`src/rtl/hack_pkg.sv`:
```
// Shared encodings for the Hack program-counter sequencer: FSM states and
// the instruction bit positions the jump logic decodes.
package hack_pkg;

   typedef enum logic [2:0] {
      ST_RST,
      ST_IDLE,
      ST_FETCH,
      ST_EXEC,
      ST_UPDATE,
      ST_HALT,
      ST_FAULT
   } state_e;

   localparam int INSTR_C_BIT = 15;
   localparam int JUMP_LSB = 0;
   localparam logic [2:0] JMP_ALWAYS = 3'b111;

endpackage

```
`src/rtl/pc_sequencer_jump_cond.sv`:
```
// Combinational Hack jump evaluation: j1 tests negative, j2 zero, j3 positive.
// A-instructions (C bit clear) never jump.
module jump_cond
   import hack_pkg::*;
(
   input  logic       c_bit,
   input  logic [2:0] jump_bits,
   input  logic       zr,
   input  logic       ng,
   output logic       take,
   output logic       uncond
);

   always_comb begin
      take   = c_bit & ((jump_bits[2] & ng) | (jump_bits[1] & zr) | (jump_bits[0] & ~zr & ~ng));
      uncond = c_bit & (jump_bits == JMP_ALWAYS);
   end

endmodule

```
`src/rtl/pc_sequencer.sv`:
```
// Fetch/execute controller for the Hack PC: sequences ROM fetch, waits for the
// datapath, then steps or loads the PC; detects self-jump halt and fetch timeout.
module pc_sequencer
   import hack_pkg::*;
#(
   parameter int WIDTH         = 16,
   parameter int RESET_CYCLES  = 2,
   parameter int FETCH_TIMEOUT = 15
) (
   input  logic             clock,
   input  logic             reset,
   input  logic             run,
   output logic             fetch_req,
   input  logic             instr_valid,
   input  logic [WIDTH-1:0] instr,
   input  logic             exec_done,
   input  logic             zr,
   input  logic             ng,
   input  logic [WIDTH-1:0] a_reg,
   input  logic [WIDTH-1:0] pc_out,
   output logic [WIDTH-1:0] pc_in,
   output logic             pc_load,
   output logic             pc_inc,
   output logic             pc_reset,
   output logic [WIDTH-1:0] instr_q,
   output logic             halted,
   output logic             fault
);

   localparam logic [15:0] RST_LAST = 16'(RESET_CYCLES - 1);
   localparam logic [15:0] TO_LAST  = 16'(FETCH_TIMEOUT - 1);

   state_e           state_q, state_d;
   logic [15:0]      rst_cnt_q, rst_cnt_d;
   logic [15:0]      to_cnt_q, to_cnt_d;
   logic [WIDTH-1:0] instr_d;
   logic             take_q, take_d;
   logic             take, uncond;

   jump_cond u_jump_cond (
      .c_bit     (instr_q[INSTR_C_BIT]),
      .jump_bits (instr_q[JUMP_LSB +: 3]),
      .zr        (zr),
      .ng        (ng),
      .take      (take),
      .uncond    (uncond)
   );

   always_ff @(posedge clock or posedge reset) begin
      if (reset) begin
         state_q   <= ST_RST;
         rst_cnt_q <= '0;
         to_cnt_q  <= '0;
         instr_q   <= '0;
         take_q    <= 1'b0;
      end else begin
         state_q   <= state_d;
         rst_cnt_q <= rst_cnt_d;
         to_cnt_q  <= to_cnt_d;
         instr_q   <= instr_d;
         take_q    <= take_d;
      end
   end

   // The jump decision is captured on the exec_done cycle so UPDATE does not
   // depend on the flags still being valid one cycle later.
   always_comb begin
      state_d   = state_q;
      rst_cnt_d = rst_cnt_q;
      to_cnt_d  = to_cnt_q;
      instr_d   = instr_q;
      take_d    = take_q;
      unique case (state_q)
         ST_RST: begin
            if (rst_cnt_q == RST_LAST) begin
               state_d   = ST_IDLE;
               rst_cnt_d = '0;
            end else begin
               rst_cnt_d = rst_cnt_q + 16'd1;
            end
         end
         ST_IDLE: begin
            to_cnt_d = '0;
            if (run) state_d = ST_FETCH;
         end
         ST_FETCH: begin
            if (instr_valid) begin
               instr_d = instr;
               state_d = ST_EXEC;
            end else if ((FETCH_TIMEOUT != 0) && (to_cnt_q == TO_LAST)) begin
               state_d = ST_FAULT;
            end else begin
               to_cnt_d = to_cnt_q + 16'd1;
            end
         end
         ST_EXEC: begin
            if (exec_done) begin
               take_d  = take;
               state_d = (uncond && (a_reg == pc_out)) ? ST_HALT : ST_UPDATE;
            end
         end
         ST_UPDATE: state_d = ST_IDLE;
         ST_HALT:   state_d = ST_HALT;
         ST_FAULT:  state_d = ST_FAULT;
         default:   state_d = ST_RST;
      endcase
   end

   always_comb begin
      pc_in     = a_reg;
      pc_reset  = (state_q == ST_RST);
      fetch_req = (state_q == ST_FETCH);
      pc_load   = (state_q == ST_UPDATE) && take_q;
      pc_inc    = (state_q == ST_UPDATE) && !take_q;
      halted    = (state_q == ST_HALT);
      fault     = (state_q == ST_FAULT);
   end

endmodule

```
`config.mk`:
```
export PLATFORM = sky130hd
export DESIGN_NAME = pc_sequencer
export DESIGN_NICKNAME = d
export VERILOG_FILES = /design/src/rtl/hack_pkg.sv /design/src/rtl/pc_sequencer_jump_cond.sv /design/src/rtl/pc_sequencer.sv
export SDC_FILE = /design/constraint.sdc
export NUM_CORES = 1
export LEC_CHECK = 0
export CAP_MARGIN = 25
export CELL_PAD_IN_SITES_DETAIL_PLACEMENT = 1
export CELL_PAD_IN_SITES_GLOBAL_PLACEMENT = 1
export CORE_MARGIN = 2
export CORE_UTILIZATION = 30
export CTS_CLUSTER_DIAMETER = 60
export DETAILED_ROUTE_END_ITERATION = 10
export PLACE_DENSITY = 0.81
export SETUP_SLACK_MARGIN = 0.3
export SLEW_MARGIN = 5
export SYNTH_ARGS = -nofsm -noshare
export SYNTH_HDL_FRONTEND = slang
export SYNTH_SLANG_ARGS = --single-unit
```
`constraint.sdc`:
```
create_clock -name clock -period 1.95 [get_ports clock]
set_input_delay 0.4875 -clock clock [delete_from_list [all_inputs] [get_ports clock]]
set_output_delay 0.4875 -clock clock [all_outputs]
set_load 0.02 [all_outputs]
```
==> summary.md <==
| Metric | Value |
|---|---|
| Total number of vias | `2848` |
| Layout area overhead | `64.8%` |
| Crit-path max FO | `6` |
| Cell Pwr Density | `1150 nW/um^2` |
| Share of layout cells above drive strength 1 | `0.388` |
| Final min period | `1.98 ns` |
| Total core area | `9280 um^2` |
| Vias in the first global route | `2970` |
| Leakage Power | `0.00206 uW` |
| WP data required | `2.20 ns` |
| TritonCTS buffer count | `5` |
| Nets | `481` |
| Synthesized area | `2890 um^2` |
| Adder-Cell Fraction of Synth Area | `0.0173` |
| Area leader, netlist | `dfrtp_1` |
| Synth Area in Simple Gates | `0.217` |
| Synth Area in XOR/XNOR | `0.0969` |
| Clock Skew | `0.0122 ns` |
| Slew headroom | `0.756` |
| Hold WS | `0.419 ns` |
| Cell family with most CP delay | `simple AND/OR/NAND/NOR gates` |
| Area contributors post-synth | `dfrtp_1 45%, xnor2_1 7.0%, mux2_2 6.2%, buf_4 4.9%, nand4_1 4.1%` |
| Clk slew on worst S/H paths | `0.11 ns` |
| Clock latency on the worst-skew pair | `0.32 ns` |
| FMAX | `505 MHz` |
| Die Y-Extent | `102 um` |
| Worst-Margin Slew | `0.366 ns` |
| Die Footprint | `10400 um^2` |
| Sequential area share after synthesis | `0.450` |
| Pin count of the biggest net entering global routing | `31` |
| Final Hold Fails | `0` |
| Initial Util | `0.312` |
| Final WL | `11000 um` |
| Die W | `102 um` |
| Synth Register Bits | `52` |
| H-tree level count | `2` |
| WS Path Type | `register to register` |
| Synth cell types | `48` |
| Gr ovfl total | `0` |
| Drt pass-1 iters | `4` |
| Clock Tree Buf Depth | `2` |
| Post-synthesis average cell area | `10.1 um^2` |
| Max-cap violations | `0` |
| Gr usage total | `0.186` |
| Synth warn | `0` |
| Startpoint type of the worst setup path | `register` |
| Worst path max stage delay | `0.44 ns` |
| CP bufs+invs | `4` |
| RSZ-0062 raised after global routing | `yes` |
| Setup violators final | `4` |
| GPL Wtd Cong | `0.850` |
| Top cell type's share of synthesized area | `0.450` |
| Synth Area in Compound Gates | `0.0843` |
| Critical path's most frequent cell | `buf_4` |
| Crit-path slowest cell | `dfrtp_2` |
| Post-CTS Hold Buffers | `0` |
| Num rows | `35` |
| Synth Flop Type | `dfrtp_1` |
| Diode count | `0` |
| Worst Setup End Kind | `register` |
| First-pass GRT wire length | `15100 um` |
| Fin cells | `552` |
| Async SR Flop Fraction | `1.00` |
| WP data arrival | `2.23 ns` |
| Worst IR Drop VDD | `0.812 mV` |
| Violation count after the first detailed-routing iteration | `83` |
| Post-DR vias/cell | `5.16` |
| Cells after Synth | `287` |
| Post-DP HPWL | `6420 um` |
| Placed Instances | `521` |
| CTS tree | `yes` |
| Syn nets | `346` |
| ANT nets after route | `0` |
| CP cell instances | `buf_4 > buf_4 > nor2b_1 > and2_4 > a21oi_4 > buf_6 > buf_4 > nor3_2 > o22a_1` |
| DRC | `0` |
| Antenna violations before repair | `0` |
| Number of synthesized flops with an enable pin | `0` |
| Final setup margin | `-0.0301 ns` |
| Largest family of logic cells by synthesized area | `simple AND/OR/NAND/NOR gates` |
| Drt wl/cell | `19.9 um` |
| Post-synthesis mux area share | `0.0623` |
| Period utilization | `1.02` |
| Cell at the root of the clock tree | `clkbuf_8` |
| Max-slew violations | `0` |
| Final setup TNS | `-0.0832 ns` |
| Clk sinks | `52` |
| Worst Hold Class | `primary input to async pin` |
| IO buf count | `92` |
| Failing checks | `setup timing` |
| Status | `finished, violations left` |
| Num ports | `93` |
-- registers in the layout (all words and copies together), names as in the netlist --
register   flops
to_cnt_q      16
state_q        3
instr_q       16
rst_cnt_q     16
take_q         1
-- metal layers --
layer  global-route usage  vias to the layer above  share of wire
met3               0.0506                       25          0.056
met5                    0                        -              0
met2                0.331                      107           0.54
met4               0.0544                        0          0.021
li1                     -                     1287              -
met1                0.219                     1429           0.38
-- power breakdown --
| part | switching (uW) | internal [uW] | total [uW] |
|---|---|---|---|
| clock | 385 | 389 | 774 |
| combinational | 1540 | 1540 | 3080 |
| sequential | 266 | 1350 | 1610 |
-- worst reg2reg max path, stage by stage, from the launching register on --
cell	delay [ns]
dfrtp_2	0.44
buf_4	0.17
buf_4	0.15
nor2b_1	0.26
and2_4	0.21
a21oi_4	0.05
buf_6	0.14
buf_4	0.13
nor3_2	0.20
o22a_1	0.17
-- through the flow --
stage / area (um^2) / worst slack [ns] / utilization / total power [uW]
6_report: 4770 / -0.0301 / 0.514 / 5470
3_5_place_dp: 4170 / -0.179 / 0.449 / 3960
3_3_place_gp: 4170 / -0.180 / 0.449 / 3870
5_1_grt: 4770 / -0.0847 / 0.514 / 5730
4_1_cts: 4540 / 0.0483 / 0.489 / 5060
2_1_floorplan: 2960 / 0.169 / - / 2880
-- cell families after synthesis --
family / count (synthesis)
AO/OA/AOI/OAI: 42
XOR/XNOR: 32
adder cells (fa/ha/maj): 4
buffers and inverters: 34
flip-flops: 52
multiplexers: 16
AND/OR/NAND/NOR: 107
-- worst paths after layout --
kind                                  to  cells after the start  slack, ns           from
setup / recovery            to_cnt_q[13]                      9      -0.03     state_q[0]
hold / removal              rst_cnt_q[4]                      2       0.42          reset
setup reg to reg            to_cnt_q[13]                      9      -0.03     state_q[0]
hold reg to reg            rst_cnt_q[15]                      1       0.48  rst_cnt_q[15]
max in group asynchronous   to_cnt_q[12]                      3       1.15          reset
min in group clock         rst_cnt_q[15]                      1       0.48  rst_cnt_q[15]
-- area by class of cell --
class | instances | area [um^2]
clock buffer | 6 | 72.6
clock inverter | 2 | 38.8
fill | 1026 | 4520
inverter | 8 | 43.8
multi-input combinational | 201 | 1730
sequential | 52 | 1310
tap | 129 | 161
timing repair buffer | 154 | 1420
-- cell usage after synthesis (2+ instances only) --
library cell and n:
inv_1 7, xnor2_1 23, and4_1 2, nor3_1 4
a21oi_1 13, dfrtp_1 52, mux2_2 16, and3_1 4
o22ai_1 2, nor2_1 12, xor2_1 9, or3_1 8
a31oi_1 2, nor3b_1 2, buf_2 3, o21ai_0 14
buf_4 19, and2_1 4, nand2_1 21, nor2b_1 2
clkbuf_1 2, nor4_1 6, nand2b_1 2, nand4_1 19
o21ai_1 2, nor4b_1 2, ha_1 4, nand3_1 11
-- timing repair --
item / in CTS / in global routing
gates cloned: 2 / 0
endpoints found under the setup margin: 74 / 54
buffers inserted: 13 / 8
pin swaps: 14 / 14
resized for setup: 171 / 48
-- layout by cell type, fill, tap and decap left out, types with 3 or more instances in the layout --
master	instances
buf_4	50
clkdlybuf4s50_1	50
dfrtp_1	49
xnor2_1	23
buf_6	23
nand4_1	19
nand2_1	18
dlygate4sd2_1	18
mux2_4	16
a21oi_2	10
o21ai_0	9
nor2_1	9
xor2_1	9
buf_2	8
nand3_1	7
or3_4	6
o21ai_1	5
clkbuf_8	5
nor4_1	4
or3_1	3
a21oi_1	3
nor3_1	3
inv_1	3
and3_1	3
ha_1	3
buf_12	3
dfrtp_2	3
No activity file was read; power rests on OpenSTA's default activity.
